==> config.mk <==
export PLATFORM = sky130hd
export DESIGN_NAME = score_bcd_converter
export DESIGN_NICKNAME = d
export VERILOG_FILES = /design/src/rtl/score_bcd_converter.sv
export SDC_FILE = /design/constraint.sdc
export NUM_CORES = 1
export LEC_CHECK = 0
export ABC_CLOCK_PERIOD_IN_PS = 4250
export CORE_MARGIN = 2
export CORE_UTILIZATION = 56
export DETAILED_ROUTE_END_ITERATION = 10
export PLACE_DENSITY = 0.81
export SLEW_MARGIN = 20
export SYNTH_ARGS = -nofsm -noshare
export SYNTH_HDL_FRONTEND = slang
export SYNTH_SLANG_ARGS = --single-unit
==> constraint.sdc <==
create_clock -name clk -period 4.25 [get_ports clk]
set_input_delay 0.85 -clock clk [delete_from_list [all_inputs] [get_ports clk]]
set_output_delay 0.85 -clock clk [all_outputs]
set_load 0.02 [all_outputs]
==> src/rtl/score_bcd_converter.sv <==
// score_bcd_converter
// Serial binary-to-BCD converter (shift-and-add-3) for a four-digit score
// display. Inputs above 9999 saturate to 9999 and raise overflow.
// Optional feature: define BCD_BLANK_EN to compile in leading-zero blanking;
// without it the blank port is tied to 4'b0000.
//
// Handshake: start is sampled every cycle and accepted only in IDLE (and not
// while rst is high). Once accepted, busy stays high until the conversion
// finishes; done pulses for one cycle with the new digits already on the
// outputs. Starts seen while busy are dropped, not queued.
module score_bcd_converter #(
    parameter int BIN_W = 14
) (
    input  logic             clk,
    input  logic             rst,
    input  logic             start,
    input  logic [BIN_W-1:0] bin,
    output logic             busy,
    output logic             done,
    output logic [3:0]       bcd_thou,
    output logic [3:0]       bcd_hund,
    output logic [3:0]       bcd_tens,
    output logic [3:0]       bcd_ones,
    output logic             overflow,
    output logic [3:0]       blank,
    output logic [1:0]       dbg_state_o
);

    typedef enum logic [1:0] {
        IDLE  = 2'd0,
        SHIFT = 2'd1,
        DONE  = 2'd2
    } state_t;

    localparam int                CNT_W    = $clog2(BIN_W + 1);
    localparam logic [CNT_W-1:0]  LAST_CNT = CNT_W'(BIN_W - 1);
    localparam logic [31:0]       BCD_MAX  = 32'd9999;

    state_t             state_q, state_d;
    logic [CNT_W-1:0]   cnt_q, cnt_d;
    logic [BIN_W-1:0]   sr_q, sr_d;
    logic [15:0]        scratch_q, scratch_d;
    logic               ovf_pend_q, ovf_pend_d;
    logic [15:0]        digits_q, digits_d;
    logic               ovf_out_q, ovf_out_d;
    logic               load_out;

    logic [15:0]        adj;
    logic               bin_ovf;
    logic [BIN_W-1:0]   bin_clamped;

    // Saturate the captured value so the 16-bit scratch never exceeds four digits.
    always_comb begin
        bin_ovf     = ({{(32 - BIN_W){1'b0}}, bin} > BCD_MAX);
        bin_clamped = bin_ovf ? BCD_MAX[BIN_W-1:0] : bin;
    end

    // Add-3 correction on every BCD nibble that is 5 or more before the shift.
    always_comb begin
        adj = scratch_q;
        for (int i = 0; i < 4; i++) begin
            if (scratch_q[4*i +: 4] >= 4'd5) begin
                adj[4*i +: 4] = scratch_q[4*i +: 4] + 4'd3;
            end
        end
    end

    // Next-state and datapath control: capture in IDLE, shift BIN_W times, publish on entry to DONE.
    always_comb begin
        state_d    = state_q;
        cnt_d      = cnt_q;
        sr_d       = sr_q;
        scratch_d  = scratch_q;
        ovf_pend_d = ovf_pend_q;
        digits_d   = digits_q;
        ovf_out_d  = ovf_out_q;
        load_out   = 1'b0;
        case (state_q)
            IDLE: begin
                if (start) begin
                    state_d    = SHIFT;
                    sr_d       = bin_clamped;
                    scratch_d  = 16'd0;
                    cnt_d      = '0;
                    ovf_pend_d = bin_ovf;
                end
            end
            SHIFT: begin
                scratch_d = {adj[14:0], sr_q[BIN_W-1]};
                sr_d      = {sr_q[BIN_W-2:0], 1'b0};
                cnt_d     = cnt_q + 1'b1;
                if (cnt_q == LAST_CNT) begin
                    // Outputs are loaded with the final shifted value so they are
                    // already valid during the DONE cycle that carries the pulse.
                    state_d   = DONE;
                    digits_d  = scratch_d;
                    ovf_out_d = ovf_pend_q;
                    load_out  = 1'b1;
                end
            end
            DONE: begin
                state_d = IDLE;
            end
            default: begin
                state_d = IDLE;
            end
        endcase
    end

    // State, scratch and output registers with synchronous reset.
    always_ff @(posedge clk) begin
        if (rst) begin
            state_q    <= IDLE;
            cnt_q      <= '0;
            sr_q       <= '0;
            scratch_q  <= 16'd0;
            ovf_pend_q <= 1'b0;
            digits_q   <= 16'd0;
            ovf_out_q  <= 1'b0;
        end else begin
            state_q    <= state_d;
            cnt_q      <= cnt_d;
            sr_q       <= sr_d;
            scratch_q  <= scratch_d;
            ovf_pend_q <= ovf_pend_d;
            digits_q   <= digits_d;
            ovf_out_q  <= ovf_out_d;
        end
    end

`ifdef BCD_BLANK_EN
    logic [3:0] blank_q, blank_d;

    // Blank a digit when it and every more-significant digit are zero; ones always shows.
    always_comb begin
        blank_d = blank_q;
        if (load_out) begin
            blank_d[3] = (digits_d[15:12] == 4'd0);
            blank_d[2] = blank_d[3] && (digits_d[11:8] == 4'd0);
            blank_d[1] = blank_d[2] && (digits_d[7:4] == 4'd0);
            blank_d[0] = 1'b0;
        end
    end

    // Blank mask register, updated together with the digits.
    always_ff @(posedge clk) begin
        if (rst) begin
            blank_q <= 4'b0000;
        end else begin
            blank_q <= blank_d;
        end
    end

    assign blank = blank_q;
`else
    logic unused_load;
    assign unused_load = load_out;
    assign blank       = 4'b0000;
`endif

    assign busy        = (state_q != IDLE);
    assign done        = (state_q == DONE);
    assign bcd_thou    = digits_q[15:12];
    assign bcd_hund    = digits_q[11:8];
    assign bcd_tens    = digits_q[7:4];
    assign bcd_ones    = digits_q[3:0];
    assign overflow    = ovf_out_q;
    assign dbg_state_o = state_q;

endmodule

==> run metrics, run 1 <==
Worst EP arrival=2.72 ns; Seq/Total Area, Yosys=44.5%; Iteration-0 DRC Markers=154; critical path's slowest cell=nand2_1; CP peak stage delay=0.48 ns; clk_lat worst skew=0.31 ns; r2r setup slk=2.00 ns; crit path cell chain=clkdlybuf4s50_1, buf_4, clkinv_1, nand2_1, o2bb2ai_1; worst setup path class=input port to flip-flop; first-pass GRT wire length=8780 um; hold path start=digits_q[5]$_SDFFE_PP0P_; status=finished, final reports clean; Max Cap Viol=0; Starting Density=59.5%; DR DRC count=0; post-synthesis register bit count=54; Routed Antenna Nets=0; GRT overflow=0; r2r endpoint=digits_q[1]$_SDFFE_PP0P_; Final nets=331; commonest non-fill, non-tap cell in the layout=dfxtp_1; crit path capture type=flip-flop; Pleak=1.00 nW; Most used DFF post-synth=dfxtp_1; # fillers=346; clock buffer depth=2; worst hold path type=flip-flop to flip-flop; placed wire-length estimate=3580 um; via count=2022; final-report hold violation count=0; Worst Hold Endpoint=digits_q[5]$_SDFFE_PP0P_; # resized after CTS=0; post-synthesis cell count=271; origin of the critical flop-to-flop path=dbg_state_o[0]$_SDFFE_PP0P_; Max-slew headroom=43.2%; commonest cells after routing, fill and taps aside=dfxtp_1, clkdlybuf4s50_1, nor2_1, a21oi_1, nand2_1; ant diodes=0; RePlAce Congestion=0.791; I/O pin count=42; Sink Count=54; CTS Buf Count=5; die area=4880 um2; layout cells sized above 1=6.89%; Post-CTS Setup Bufs=0; Post-Route WL=5170 um; Post-CTS Hold Fix Bufs=0; H-tree levels=2; largest net degree at the start of global routing=31; Final Cycle Share=59.6%; Syn Area/Cell=8.97 um2; worst path bufs/invs=3; count of cell types in the netlist=43; CTS Root Cell=clkbuf_8; Mapped Area=2430 um2; maximum vdd drop=0.269 mV; vias per cell=5.70; worst path required time=4.44 ns; Setup WS post-layout=1.72 ns; Core ar.=4090 um2; Avg WL per Cell=14.5 um; setup slack at placement=1.41 ns; initial antenna violation count=0; Slew @ Worst Pin=0.846 ns; RSZ-0062 raised after global routing=false; die extent in y=69.9 um; FP Rows=23; Max Freq=0.395 GHz; Total Routing Usage GR=22.3%; Crit Path Max Fanout=30; FF-to-FF path depth=4; power density cells=331 nW/um2; vias in the first global route=1867; min Tclk post-route=2.53 ns; Clock transition at path regs=0.10 ns; die width=69.9 um; skew final=0.0105 ns; port bufs=37; Detailed Routing Iterations Pass 1=4; crit start category=input port; setup_tns=0 ns; Worst Hold Depth=2; Yosys Warn Count=0; Post-synth EDFFs=0; family with the most delay on the worst path=buffers and inverters; area delta synth->final=19.7%; Final Max Slew Viols=0; ys async rst share=0%; setup violators final=0; CTS tree=done
worst max-delay path by stage:
stage                                     start                         end  slack (ns)  cells past startpoint
floorplan                                 start        sr_q[1]$_SDFFE_PP0P_        2.34                      5
global placement                            rst   digits_q[13]$_SDFFE_PP0P_        1.47                      5
detailed placement                          rst  scratch_q[13]$_SDFFE_PP0P_        1.41                      5
finish                                      rst  scratch_q[13]$_SDFFE_PP0P_        1.72                      5
CTS                 dbg_state_o[1]$_SDFFE_PP0P_                        done        1.74                      3
global route                                rst    digits_q[1]$_SDFFE_PP0P_        1.54                      5
sequential cells by signal, summed over array words and instances, names as in the netlist:
register     count
ovf_pend_q       1
digits_q        16
overflow         1
dbg_state_o      2
scratch_q       16
sr_q            14
cnt_q            4
power breakdown:
part / switching, W / total [W] / internal [W]
sequential: 0.0000109 / 0.000531 / 0.000520
clock: 0.000165 / 0.000341 / 0.000176
combinational: 0.0000515 / 0.0000905 / 0.0000389
kinds of logic after synthesis:
kind of cell	after synthesis	synth area share (%)
AOI/OAI and AO/OA	77	22.2
xor gates and xnor gates	4	1.44
adders and majority gates	10	5.15
buffers and inverters	29	5.92
DFF	54	44.5
muxes	6	2.68
other	1	0.154
and+or+nand+nor	90	17.9
per-layer routing:
metal	routed length (um)	part of all wire, %	vias to the layer above	global-route usage (%)
li1	-	-	1033	-
met1	2320	45	928	28.2
met2	2550	49	53	38.5
met3	223	4.3	8	3.90
met4	73	1.4	0	7.05
met5	0	0	-	0
tightest hold or removal path, stage by stage (launching register included):
cell	delay, ns
dfxtp_1	0.32
nand2_1	0.05
o22ai_1	0.06
through the flow:
step                      utilization (%)  instances  hold WS, ns  cell area [um2]  power [W]
after floorplan                         -        274        0.432             2440   0.000602
after global placement               68.5        347        0.448             2800   0.000631
after detailed placement             68.5        347        0.462             2800   0.000632
after CTS                            71.2        355        0.476             2910   0.000967
after global routing                 71.2        355        0.501             2910   0.000998
final                                71.2        355        0.475             2910   0.000962
cell usage after synthesis (all sizes together), types with 2 or more instances:
master | count | share of area, %
a222oi | 2 | 0.82
o221ai | 3 | 1.1
dfxtp | 54 | 44
or2 | 3 | 0.77
o2bb2ai | 11 | 4.0
nor3b | 7 | 2.2
xnor2 | 4 | 1.4
a211oi | 7 | 2.2
buf | 10 | 3.0
nor2 | 36 | 5.9
nand2b | 5 | 1.3
o22ai | 8 | 2.1
nand2 | 14 | 2.2
ha | 10 | 5.1
o21ai | 9 | 2.0
nand4 | 2 | 0.51
nor2b | 2 | 0.51
mux2 | 4 | 1.9
a21oi | 24 | 5.4
o221a | 4 | 1.9
nand3 | 11 | 2.3
nor4 | 2 | 0.51
nor3 | 6 | 1.2
a22oi | 4 | 1.2
mux2i | 2 | 0.82
clkbuf | 7 | 1.1
inv | 11 | 1.7
area by class of cell:
class	instances	area, um2	area share [%]
multi-input combinational	191	1220	41.8
sequential	54	1080	37.2
timing repair buffer	40	393	13.5
clock buffer	6	72.6	2.50
tap	50	62.6	2.15
inverter	12	45.0	1.55
clock inverter	2	37.5	1.29
(Power assumes the default switching activity.)
==> run 2: changes to the inputs <==
ABC_CLOCK_PERIOD_IN_PS = 2400   (was 4250)
CORE_UTILIZATION = 52   (was 56)
PLACE_DENSITY = 0.76   (was 0.81)
clock period = 2.4 ns   (was 4.25 ns; I/O delays follow)
==> run metrics, run 2 (same netlist as run 1, synthesis figures left out) <==
combinational share of power=9.1%; die area=5240 um2; RSZ-0062 raised after global routing=false; power density cells=620 nW/um2; Avg WL per Cell=14.6 um; FF-to-FF path depth=5; met3 usage=4.17%; # fillers=377; commonest cells after routing, fill and taps aside=dfxtp_1, clkdlybuf4s50_1, nor2_1, a21oi_1, nand2_1; vias per cell=5.61; Post-CTS Setup Bufs=0; commonest non-fill, non-tap cell in the layout=dfxtp_1; setup violators final=0; initial antenna violation count=0; min Tclk post-route=2.14 ns; r2r endpoint=digits_q[1]$_SDFFE_PP0P_; Routed Antenna Nets=0; Post-CTS Hold Fix Bufs=0; worst hold path type=flip-flop to flip-flop; GRT overflow=0; Worst Hold Depth=2; met1 usage=26.1%; Max Cap Viol=0; Critical path origin=dbg_state_o[1]$_SDFFE_PP0P_; Max Freq=0.468 GHz; DR DRC count=0; clk_lat worst skew=0.31 ns; GRT met2 Usage=38.2%; Net Sw Power=0.000409 W; CTS Root Cell=clkbuf_8; layer with the highest usage=met2; Detailed Routing Iterations Pass 1=5; Starting Density=55.0%; CTS tree=done; Final Cycle Share=89.1%; via count=2031; Sink Count=54; Worst EP arrival=1.66 ns; origin of the critical flop-to-flop path=cnt_q[0]$_SDFFE_PP0P_; Max-slew headroom=44.3%; Sw Ratio=22.1%; largest net degree at the start of global routing=19; cell-internal power=0.00144 W; Final nets=336; H-tree levels=2; clock buffer depth=2; placed wire-length estimate=3690 um; Crit Path Max Fanout=9; worst setup path class=flip-flop to output port; die extent in y=72.4 um; I/O pin count=42; CP endpoint=done; vias in the first global route=1940; Hold Slack=0.473 ns; Total Routing Usage GR=21.9%; status=finished, final reports clean; ant diodes=0; Iteration-0 DRC Markers=94; r2r setup slk=0.73 ns; maximum vdd drop=0.363 mV; first-pass GRT wire length=8920 um; crit path capture type=output port; Post-Route WL=5300 um; area delta synth->final=22.7%; Regs by FF count=digits_q: 16 flops, scratch_q: 16 flops, sr_q: 14 flops; RePlAce Congestion=0.764; worst path required time=1.92 ns; Clock transition at path regs=0.09 ns; final-report hold violation count=0; Core ar.=4410 um2; Clock power frac=40.0%; setup_tns=0 ns; Pleak=1.04 nW; Seq pwr share=50.9%; # resized after CTS=0; layout cells sized above 1=8.71%; skew final=0.00409 ns; CTS Buf Count=5; die width=72.4 um; FP Rows=24; Final Max Slew Viols=0; port bufs=37; crit start category=flip-flop; Slew @ Worst Pin=0.833 ns
-- run 2: changes by cell type in the layout (fill, tap and decap cells not counted), sizes merged --
cell / before / now
bufinv: 1 / 2
buf: 3 / 8
clkinvlp: 1 / 0
-- run 2: power groups by stage --
| stage | combinational (W) | clock [W] | sequential (W) |
|---|---|---|---|
| finish | 0.000168 | 0.000740 | 0.000941 |
| global route | 0.000187 | 0.000783 | 0.000945 |
| CTS | 0.000169 | 0.000752 | 0.000940 |
| detailed placement | 0.000169 | 0 | 0.000961 |
| global placement | 0.000165 | 0 | 0.000961 |
| floorplan | 0.000111 | 0 | 0.000955 |
-- run 2: through the flow --
stage | util, % | power [W] | instance area [um2] | setup slack, ns | instances
3_5_place_dp | 64.3 | 0.00113 | 2840 | 0.148 | 354
4_1_cts | 67.5 | 0.00186 | 2980 | 0.257 | 362
3_3_place_gp | 64.3 | 0.00113 | 2840 | 0.193 | 354
5_1_grt | 67.5 | 0.00191 | 2980 | 0.151 | 362
6_report | 67.5 | 0.00185 | 2980 | 0.262 | 362
2_1_floorplan | - | 0.00107 | 2440 | 0.811 | 274
-- run 2: critical path, stage by stage (launching register included) --
cell and delay, ns:
dfxtp_1 0.50, inv_1 0.12, nor2_1 0.11, clkdlybuf4s50_1 0.61
-- run 2: routing by layer --
layer  routed length, um  part of all wire (%)  vias to the layer above
li1                    -                     -                     1050
met1                2400                    45                      929
met2                2610                    49                       43
met3                 166                   3.1                        9
met4                 127                   2.4                        0
met5                   0                     0                        -
-- run 2: area by class of cell --
cell class | instances | area, um2 | area share [%]
Clock buffer | 6 | 82.6 | 2.77
Clock inverter | 2 | 60.1 | 2.02
Inverter | 12 | 45.0 | 1.51
Multi-Input combinational cell | 191 | 1220 | 40.8
Sequential cell | 54 | 1080 | 36.3
Tap cell | 52 | 65.1 | 2.18
Timing Repair Buffer | 45 | 430 | 14.4
-- run 2: worst min-delay path by stage --
stage / from / endpoint / slack (ns)
2_1_floorplan: scratch_q[13]$_SDFFE_PP0P_ / scratch_q[13]$_SDFFE_PP0P_ / 0.43
3_3_place_gp: scratch_q[13]$_SDFFE_PP0P_ / scratch_q[13]$_SDFFE_PP0P_ / 0.45
3_5_place_dp: digits_q[9]$_SDFFE_PP0P_ / digits_q[9]$_SDFFE_PP0P_ / 0.46
4_1_cts: digits_q[9]$_SDFFE_PP0P_ / digits_q[9]$_SDFFE_PP0P_ / 0.48
5_1_grt: scratch_q[13]$_SDFFE_PP0P_ / scratch_q[13]$_SDFFE_PP0P_ / 0.50
6_report: digits_q[10]$_SDFFE_PP0P_ / digits_q[10]$_SDFFE_PP0P_ / 0.47
